`src/rtl/win_ctrl.sv`:
```
// win_ctrl -- runtime-programmable crop/overlay window generator.
//
// A new window is offered on the cfg_* port with a valid/ready handshake.
// The accepted window spends one cycle in a check stage, where it is
// optionally clamped to the image size. It then becomes the target. On each
// fsync the active window either jumps to the target or moves toward it by
// at most C_STEP per coordinate.
//
// Build option: define WIN_CTRL_CLAMP_EN to enable clamping to
// C_IMG_WIDTH x C_IMG_HEIGHT. Without it, the target is taken unmodified and
// clamped stays 0. The check cycle is kept in both builds, so timing is the
// same either way.
//
// Ports:
//   clk, reset               clock, asynchronous active-high reset
//   cfg_valid / cfg_ready    config handshake (ready is low only in CHECK)
//   cfg_left, cfg_width      requested horizontal window (C_WBITS)
//   cfg_top, cfg_height      requested vertical window (C_HBITS)
//   fsync                    single-cycle frame-start pulse
//   left, width, top, height active window (registered)
//   pending                  a config is being checked or not yet applied
//   updated                  one-cycle pulse when the active window changed
//   clamped                  last accepted config was modified by clamping
module win_ctrl #(
   parameter int C_HBITS      = 12,
   parameter int C_WBITS      = 12,
   parameter int C_IMG_WIDTH  = 1920,
   parameter int C_IMG_HEIGHT = 1080,
   parameter int C_LEFT       = 0,
   parameter int C_TOP        = 0,
   parameter int C_WIDTH      = 320,
   parameter int C_HEIGHT     = 240,
   parameter int C_STEP       = 0
) (
   input  logic               clk,
   input  logic               reset,
   input  logic               cfg_valid,
   output logic               cfg_ready,
   input  logic [C_WBITS-1:0] cfg_left,
   input  logic [C_WBITS-1:0] cfg_width,
   input  logic [C_HBITS-1:0] cfg_top,
   input  logic [C_HBITS-1:0] cfg_height,
   input  logic               fsync,
   output logic [C_WBITS-1:0] left,
   output logic [C_WBITS-1:0] width,
   output logic [C_HBITS-1:0] top,
   output logic [C_HBITS-1:0] height,
   output logic               pending,
   output logic               updated,
   output logic               clamped
);

   typedef enum logic [1:0] {
      ST_IDLE  = 2'd0,
      ST_CHECK = 2'd1,
      ST_PEND  = 2'd2
   } state_t;

   localparam logic               STEP_JUMP = (C_STEP == 32'sd0);
   localparam logic [C_WBITS:0]   STEP_W    = (C_WBITS+1)'(C_STEP);
   localparam logic [C_HBITS:0]   STEP_H    = (C_HBITS+1)'(C_STEP);
   localparam logic [C_WBITS-1:0] RST_LEFT  = C_WBITS'(C_LEFT);
   localparam logic [C_WBITS-1:0] RST_WIDTH = C_WBITS'(C_WIDTH);
   localparam logic [C_HBITS-1:0] RST_TOP   = C_HBITS'(C_TOP);
   localparam logic [C_HBITS-1:0] RST_HGT   = C_HBITS'(C_HEIGHT);

   state_t state_r, state_nxt_s;

   logic               accept_s;
   logic [C_WBITS-1:0] cfg_left_r, cfg_width_r;
   logic [C_HBITS-1:0] cfg_top_r, cfg_height_r;
   logic [C_WBITS-1:0] tgt_left_r, tgt_width_r;
   logic [C_HBITS-1:0] tgt_top_r, tgt_height_r;
   logic [C_WBITS-1:0] clp_left_s, clp_width_s;
   logic [C_HBITS-1:0] clp_top_s, clp_height_s;
   logic               clp_changed_s;
   logic [C_WBITS-1:0] nxt_left_s, nxt_width_s;
   logic [C_HBITS-1:0] nxt_top_s, nxt_height_s;
   logic               at_tgt_s;
   logic               act_changed_s;

   // One fsync step on a horizontal coordinate: the distance is taken one bit
   // wider so it never wraps, and a step never goes past the target.
   function automatic logic [C_WBITS-1:0] step_w(input logic [C_WBITS-1:0] act,
                                                 input logic [C_WBITS-1:0] tgt);
      logic [C_WBITS:0] d;
      if (tgt >= act) d = {1'b0, tgt} - {1'b0, act};
      else            d = {1'b0, act} - {1'b0, tgt};
      if (STEP_JUMP || (d <= STEP_W)) step_w = tgt;
      else if (tgt > act)              step_w = act + STEP_W[C_WBITS-1:0];
      else                             step_w = act - STEP_W[C_WBITS-1:0];
   endfunction

   // Same as step_w for the vertical coordinate width.
   function automatic logic [C_HBITS-1:0] step_h(input logic [C_HBITS-1:0] act,
                                                 input logic [C_HBITS-1:0] tgt);
      logic [C_HBITS:0] d;
      if (tgt >= act) d = {1'b0, tgt} - {1'b0, act};
      else            d = {1'b0, act} - {1'b0, tgt};
      if (STEP_JUMP || (d <= STEP_H)) step_h = tgt;
      else if (tgt > act)              step_h = act + STEP_H[C_HBITS-1:0];
      else                             step_h = act - STEP_H[C_HBITS-1:0];
   endfunction

   assign accept_s = cfg_valid && cfg_ready;

`ifdef WIN_CTRL_CLAMP_EN
   localparam logic [C_WBITS:0] IMG_W = (C_WBITS+1)'(C_IMG_WIDTH);
   localparam logic [C_HBITS:0] IMG_H = (C_HBITS+1)'(C_IMG_HEIGHT);

   logic [C_WBITS:0] cw_min_s, cw_s, cl_lim_s, cl_s;
   logic [C_HBITS:0] ch_min_s, ch_s, ct_lim_s, ct_s;

   // Size is forced into 1..image size first; the offset is then limited so
   // the window still ends inside the image.
   assign cw_min_s = ({1'b0, cfg_width_r} > IMG_W) ? IMG_W : {1'b0, cfg_width_r};
   assign cw_s     = (cw_min_s == {(C_WBITS+1){1'b0}}) ? {{C_WBITS{1'b0}}, 1'b1} : cw_min_s;
   assign cl_lim_s = IMG_W - cw_s;
   assign cl_s     = ({1'b0, cfg_left_r} > cl_lim_s) ? cl_lim_s : {1'b0, cfg_left_r};
   assign ch_min_s = ({1'b0, cfg_height_r} > IMG_H) ? IMG_H : {1'b0, cfg_height_r};
   assign ch_s     = (ch_min_s == {(C_HBITS+1){1'b0}}) ? {{C_HBITS{1'b0}}, 1'b1} : ch_min_s;
   assign ct_lim_s = IMG_H - ch_s;
   assign ct_s     = ({1'b0, cfg_top_r} > ct_lim_s) ? ct_lim_s : {1'b0, cfg_top_r};

   assign clp_left_s    = cl_s[C_WBITS-1:0];
   assign clp_width_s   = cw_s[C_WBITS-1:0];
   assign clp_top_s     = ct_s[C_HBITS-1:0];
   assign clp_height_s  = ch_s[C_HBITS-1:0];
   assign clp_changed_s = (clp_left_s != cfg_left_r) || (clp_width_s != cfg_width_r) ||
                          (clp_top_s != cfg_top_r) || (clp_height_s != cfg_height_r);
`else
   assign clp_left_s    = cfg_left_r;
   assign clp_width_s   = cfg_width_r;
   assign clp_top_s     = cfg_top_r;
   assign clp_height_s  = cfg_height_r;
   assign clp_changed_s = 1'b0;
`endif

   assign nxt_left_s    = step_w(left, tgt_left_r);
   assign nxt_width_s   = step_w(width, tgt_width_r);
   assign nxt_top_s     = step_h(top, tgt_top_r);
   assign nxt_height_s  = step_h(height, tgt_height_r);
   assign at_tgt_s      = (nxt_left_s == tgt_left_r) && (nxt_width_s == tgt_width_r) &&
                          (nxt_top_s == tgt_top_r) && (nxt_height_s == tgt_height_r);
   assign act_changed_s = (nxt_left_s != left) || (nxt_width_s != width) ||
                          (nxt_top_s != top) || (nxt_height_s != height);

   // State register.
   always_ff @(posedge clk or posedge reset) begin
      if (reset) state_r <= ST_IDLE;
      else       state_r <= state_nxt_s;
   end

   // Next-state logic; a new accept always wins over settling back to IDLE.
   always_comb begin
      state_nxt_s = state_r;
      case (state_r)
         ST_IDLE: begin
            if (accept_s) state_nxt_s = ST_CHECK;
            else          state_nxt_s = ST_IDLE;
         end
         ST_CHECK: state_nxt_s = ST_PEND;
         ST_PEND: begin
            if (accept_s)              state_nxt_s = ST_CHECK;
            else if (fsync && at_tgt_s) state_nxt_s = ST_IDLE;
            else                        state_nxt_s = ST_PEND;
         end
         default: state_nxt_s = ST_IDLE;
      endcase
   end

   // Handshake and status decoded from the state register only.
   always_comb begin
      cfg_ready = 1'b1;
      pending   = 1'b0;
      case (state_r)
         ST_IDLE:  begin cfg_ready = 1'b1; pending = 1'b0; end
         ST_CHECK: begin cfg_ready = 1'b0; pending = 1'b1; end
         ST_PEND:  begin cfg_ready = 1'b1; pending = 1'b1; end
         default:  begin cfg_ready = 1'b1; pending = 1'b0; end
      endcase
   end

   // Capture the offered window on accept.
   always_ff @(posedge clk or posedge reset) begin
      if (reset) begin
         cfg_left_r   <= RST_LEFT;
         cfg_width_r  <= RST_WIDTH;
         cfg_top_r    <= RST_TOP;
         cfg_height_r <= RST_HGT;
      end else if (accept_s) begin
         cfg_left_r   <= cfg_left;
         cfg_width_r  <= cfg_width;
         cfg_top_r    <= cfg_top;
         cfg_height_r <= cfg_height;
      end
   end

   // Register the (optionally clamped) target at the end of the check cycle.
   always_ff @(posedge clk or posedge reset) begin
      if (reset) begin
         tgt_left_r   <= RST_LEFT;
         tgt_width_r  <= RST_WIDTH;
         tgt_top_r    <= RST_TOP;
         tgt_height_r <= RST_HGT;
         clamped      <= 1'b0;
      end else if (state_r == ST_CHECK) begin
         tgt_left_r   <= clp_left_s;
         tgt_width_r  <= clp_width_s;
         tgt_top_r    <= clp_top_s;
         tgt_height_r <= clp_height_s;
         clamped      <= clp_changed_s;
      end
   end

   // Move the active window toward the target on fsync while pending.
   always_ff @(posedge clk or posedge reset) begin
      if (reset) begin
         left    <= RST_LEFT;
         width   <= RST_WIDTH;
         top     <= RST_TOP;
         height  <= RST_HGT;
         updated <= 1'b0;
      end else if ((state_r == ST_PEND) && fsync) begin
         left    <= nxt_left_s;
         width   <= nxt_width_s;
         top     <= nxt_top_s;
         height  <= nxt_height_s;
         updated <= act_changed_s;
      end else begin
         updated <= 1'b0;
      end
   end

endmodule

```
`config.mk`:
```
export PLATFORM = sky130hd
export DESIGN_NAME = win_ctrl
export DESIGN_NICKNAME = d
export VERILOG_FILES = /design/src/rtl/win_ctrl.sv
export SDC_FILE = /design/constraint.sdc
export NUM_CORES = 1
export LEC_CHECK = 0
export CORE_ASPECT_RATIO = 0.9
export CORE_MARGIN = 1
export CORE_UTILIZATION = 50
export CTS_CLUSTER_DIAMETER = 100
export DETAILED_ROUTE_END_ITERATION = 8
export PLACE_DENSITY = 0.76
export SYNTH_ARGS = -nofsm -noshare
export SYNTH_HDL_FRONTEND = slang
export SYNTH_SLANG_ARGS = --single-unit
```
`constraint.sdc`:
```
create_clock -name clk -period 12.1 [get_ports clk]
set_input_delay 1.21 -clock clk [delete_from_list [all_inputs] [get_ports clk]]
set_output_delay 1.21 -clock clk [all_outputs]
set_load 0.005 [all_outputs]
```
==> metrics.txt, run 1 <==
kind of critical path=register to output pin; utilization after layout=0.6756; grt total ovfl=0; worst hold start=cfg_width_r[11]; Final #Nets=551; Filler Cells Inserted=around 820; Pwr Total=2.278 mW; DIE AREA=roughly 0.013 sq mm; Die Height=106.3 um; Vias=3440; Area Overhead vs Synth=29.95%; Setup Viol. Count Final=0; initial core utilization=0.5199; Pre-Repair DR Iteration Count=4; worst hold path class=register to register; CTS Sinks=around 150; share of total power in the clock network=0.247; post-synthesis sequential area ratio=0.6127; RSZ-0062 raised after global routing=no; worst skew pair latency=between 0.4 and 0.5 ns; switching part of the total=0.2883; Ys Warns=0; Antenna Cells=0; Hold EP=cfg_width_r[11]; CTS tree=yes; core box area=between 0.01 and 0.015 sq mm; sequential power share=0.415; PortBufs=about 100; worst-margin pin slew=0.8947 ns; worst r2r src=state_r[1]; CTS H-tree lvls=4; Syn Inst Count=approximately 390; Cells after DPL=632; worst path required time=around 11 ns; Synth Register Bits=about 150; layout cells sized above 1=0.3780; power per cell area=just under 300 mW/mm^2; routed wire length=~12 mm; initial antenna violation count=0; vias per inst=between 5 and 6; largest net degree at the start of global routing=a little under 80; Synth cell types=20; Avg Inst Size Synth=between 15 and 20 sq um; # rows=37; I/O Pins=between 100 and 150; reg-to-reg slack, setup=about 9.5 ns; Period minus WS final=3.459 ns; post-CTS setup buffer count=0; first-pass GRT wire length=roughly 19 mm; gr usage total=0.1994; Max transition margin=0.4036; Post-DP HPWL=about 7.5 mm; clock skew=0.005614 ns; CP Data Arrival Time=roughly 2.3 ns; Worst setup SP type=register; Die Wd=117.9 um; Sw Pwr=approximately 0.66 mW; Power Internal=about 1.6 mW; Clock transition at path regs=about 0.06 ns; final hold vios=0; Post-Syn Nets=between 400 and 500; setup TNS=0 ns; commonest non-fill, non-tap cell in the layout=mux2_2; final non-filler cell total=between 600 and 700; drt drc=0; Comb pwr share=0.338; Num CTS Buffers=17; Wirelength per Cell=around 17 um; vias in the first global route=approximately 3700; clk buf depth=2; Worst Setup End Kind=output pin; period utilization=0.2859; hold path depth=1; Hold-fix buffers, CTS=0; commonest non-fill, non-tap cells in the layout=mux2_2, dfrtp_1, clkdlybuf4s50_1; GPL Wtd Cong=0.7473; Final Max Slew Viols=0; Max IR drop VDD=~0.16 mV; Max-Cap Viols=0; fmax=289.1 MHz; clock root buffer=clkbuf_16; Worst R2R End=cfg_top_r[0]; Antenna Violating Nets Remaining=0; critical path fanouts, max=50; CTS resizes=0; Iteration-0 DRC Markers=approximately 110; Mapped Area=roughly 0.006 sq mm; worst r2r path cells=6; leakage power=between 3 and 4 nW; outcome=complete, no violations
Yosys cell counts:
master	n	area share
a31oi_1	1	0.0010
buf_2	13	0.011
buf_4	2	0.0025
buf_6	1	0.0019
clkbuf_1	1	0.00062
conb_1	1	0.00062
dfrtp_1	129	0.53
dfstp_2	18	0.078
ha_1	4	0.0083
inv_1	4	0.0025
mux2_1	9	0.017
mux2_2	135	0.25
nand2_1	1	0.00062
nand4_1	12	0.012
nor2_1	1	0.00062
nor2b_1	1	0.0010
nor4_1	3	0.0031
o21ai_0	2	0.0017
or4b_1	1	0.0017
xnor2_1	48	0.070
logic make-up (layout without fill, tap and decap cells):
logic type / count (synthesis) / after routing / share of synthesized area
AOI/OAI and AO/OA: 3 / 3 / 0.002693
DFF: 147 / 147 / 0.6127
other: 1 / 1 / 0.0006208
adders and majority gates: 4 / 4 / 0.008285
buffers and inverters: 21 / 142 / 0.01822
muxes: 144 / 144 / 0.2684
xor gates and xnor gates: 48 / 48 / 0.06959
and+or+nand+nor: 19 / 19 / 0.01947
registers in the layout, summed over array words and instances, names as in the netlist:
name and count:
cfg_width_r 12, nxt_height_s 12, nxt_left_s 12, updated 1, cfg_top_r 12, left 12, nxt_width_s 12, top 12
state_r 2, cfg_left_r 12, cfg_height_r 12, nxt_top_s 12, height 12, width 12
through the flow:
stage	worst slack, ns	hold slack (ns)	instance area, sq um
floorplan	6.968	0.4522	6041
finish	8.641	0.4780	7850
global placement	8.898	0.4627	7209
detailed placement	8.878	0.4698	7209
global route	8.502	0.5003	7850
CTS	8.617	0.4820	7850
layout make-up:
cell class	instances	area [sq um]	area share
multi-input cells	219	2242	0.2856
flip-flops and latches	147	3701	0.4715
clock buffers	18	429.2	0.05467
well taps	156	195.2	0.02486
repair buffers	106	1051	0.1339
inverters	4	20.02	0.002550
clock inverters	14	211.5	0.02694
metal layers:
metal / vias up / wire [um] / track usage
li1: 1572 / - / -
met1: 1773 / 5460 / 0.2619
met2: 83 / 5513 / 0.3185
met3: 12 / 461 / 0.06009
met4: 0 / 113 / 0.06319
met5: - / 0 / 0
worst max-delay path, stage by stage (launching register included):
cell             delay, ns
dfrtp_1               0.41
inv_1                 0.10
ha_2                  0.17
buf_4                 0.59
inv_1                 0.09
clkdlybuf4s50_1       0.46
power by group through the flow:
stage / sequential [mW] / combinational [mW] / clock (mW)
5_1_grt: 0.978 / 0.833 / 0.592
3_5_place_dp: 0.951 / 0.772 / 0
6_report: 0.944 / 0.770 / 0.563
4_1_cts: 0.947 / 0.782 / 0.573
2_1_floorplan: 0.905 / 0.497 / 0
3_3_place_gp: 0.935 / 0.752 / 0
how the worst max path moves through the flow:
stage / to / slack, ns / start
6_report: cfg_ready / 8.64 / state_r[1]
5_1_grt: cfg_ready / 8.50 / state_r[1]
4_1_cts: cfg_ready / 8.62 / state_r[1]
3_5_place_dp: cfg_left_r[6] / 8.88 / cfg_valid
3_3_place_gp: cfg_left_r[0] / 8.90 / cfg_valid
2_1_floorplan: cfg_height_r[0] / 6.97 / reset
Power figures use the tool's default switching activity.
==> run 2: changes to the inputs <==
==> constraint.sdc (replaced) <==
create_clock -name clk -period 3.6 [get_ports clk]
set_input_delay 0.36 -clock clk [delete_from_list [all_inputs] [get_ports clk]]
set_output_delay 0.36 -clock clk [all_outputs]
set_load 0.005 [all_outputs]
==> metrics.txt, run 2 (synthesis gave the netlist of run 1 again) <==
outcome=complete, no violations; critical path fanouts, max=44 (-12%); Worst setup SP type=register; Antenna Violating Nets Remaining=0 (unchanged); initial antenna violation count=0 (unchanged); fmax=between 400 and 500 MHz; worst hold path class=primary input to asynchronous set/reset pin; Pre-Repair DR Iteration Count=4 (unchanged); final instance area=0.007884 sq mm (+0.43%); Final #Nets=553 (+0.36%); clock skew=0.005278 ns (-0.0003360 ns); worst skew pair latency=0.41 ns (about the same); Final Max Slew Viols=0 (unchanged); reg-to-reg slack, setup=1.27 ns (-8.22 ns); I/O Pins=104 (unchanged); initial core utilization=0.5199 (unchanged); Hold-fix buffers, CTS=0 (unchanged); vias per inst=5.201 (+0.40%); Area Overhead vs Synth=30.51%; clk buf depth=2 (unchanged); Setup Viol. Count Final=0 (unchanged); grt total ovfl=0 (unchanged); final hold vios=0 (unchanged); worst r2r src=state_r[0]; Cells after DPL=634 (+0.32%); Wirelength per Cell=17.33 um (-0.33%); DP Worst Slack=1.183 ns (-7.695 ns); # rows=37 (unchanged); Vias=3464 (+0.70%); PortBufs=102 (unchanged); commonest non-fill, non-tap cells in the layout=mux2_2, dfrtp_1, clkdlybuf4s50_1; Post-DP HPWL=7.706 mm (+2.7%); CTS resizes=0 (unchanged); RSZ-0062 raised after global routing=no; Pwr Total=7.620 mW (+230%); leakage power=3.193 nW (+0.55%); CP Data Arrival Time=2.63 ns (+0.38 ns); worst path required time=3.89 ns (-7.00 ns); period utilization=0.6480; drt drc=0 (unchanged); final non-filler cell total=666 (+0.30%); commonest non-fill, non-tap cell in the layout=mux2_2; Max IR drop VDD=0.5060 mV (+210%); kind of critical path=register to register; Worst R2R End=height[3]; Iteration-0 DRC Markers=180 (+58%); Max-Cap Viols=0 (unchanged); power per cell area=966.6 mW/mm^2 (+230%); Die Wd=117.9 um (unchanged); first-pass GRT wire length=19.20 mm (+2.5%); Min Hold Slack=0.3982 ns (-0.07985 ns); Max transition margin=0.2645 (-0.1390); DIE AREA=0.01253 sq mm (unchanged); vias in the first global route=3792 (+2.3%); core box area=0.01162 sq mm (unchanged); Num CTS Buffers=17 (unchanged); gr usage total=0.2036 (+0.004179); CTS tree=yes; Die Height=106.3 um (unchanged); worst-margin pin slew=1.103 ns (+0.2086 ns); cell area after placement=0.007248 sq mm (+0.54%); Period minus WS final=between 2 and 2.5 ns; clock root buffer=clkbuf_16; worst setup margin=1.267 ns (-7.374 ns); GPL Wtd Cong=0.7476 (about the same); routed wire length=11.55 mm (about the same); Clock transition at path regs=0.06 ns (about the same); setup TNS=0 ns (unchanged); worst r2r path cells=5 (-1); post-CTS setup buffer count=0 (unchanged); largest net degree at the start of global routing=52 (-33%); utilization after layout=0.6785 (+0.002907); Worst Setup End Kind=register; CTS Sinks=147 (unchanged); CTS H-tree lvls=4 (unchanged); Antenna Cells=0 (unchanged); layout cells sized above 1=0.3824 (+0.004400)
## run 2: changes by cell type in the layout (fill, tap and decap cells not counted), sizes merged
cell    before  now
clkinv       4    5
inv          4    3
bufinv       5    4
clkbuf      18   19
buf          4    6
## run 2: worst max-delay path by stage
stage / from / to / slack [ns] / cells after the start
after global placement: fsync / width[1] / 1.22 / 4
after global routing: state_r[0] / left[11] / 1.13 / 5
after floorplan: reset / cfg_height_r[0] / 1.41 / 1
after detailed placement: fsync / height[3] / 1.18 / 4
after CTS: state_r[0] / left[2] / 1.28 / 5
final: state_r[0] / height[3] / 1.27 / 5
## run 2: final cells by class
class,instances,area (sq um)
repair buffers,108,1091
inverters,4,18.77
fillers,809,3736
well taps,156,195.2
multi-input cells,219,2242
clock buffers,19,452.9
clock inverters,13,182.7
flip-flops and latches,147,3701
## run 2: critical path, stage by stage, from the launching register on
cell	delay (ns)
dfrtp_1	0.39
inv_1	0.09
ha_1	0.23
nand2_2	0.78
buf_4	0.31
mux2_2	0.34
## run 2: where the power goes
part           total (mW)  internal, mW  switching (mW)
combinational        2.59          1.72           0.871
sequential           3.18          2.51           0.664
clock                1.85          1.19           0.659
## run 2: routing by layer
metal,GRT usage,wire length [um]
met5,0,0
met1,0.2662,5272
met4,0.07051,158
met2,0.3206,5505
met3,0.06599,609
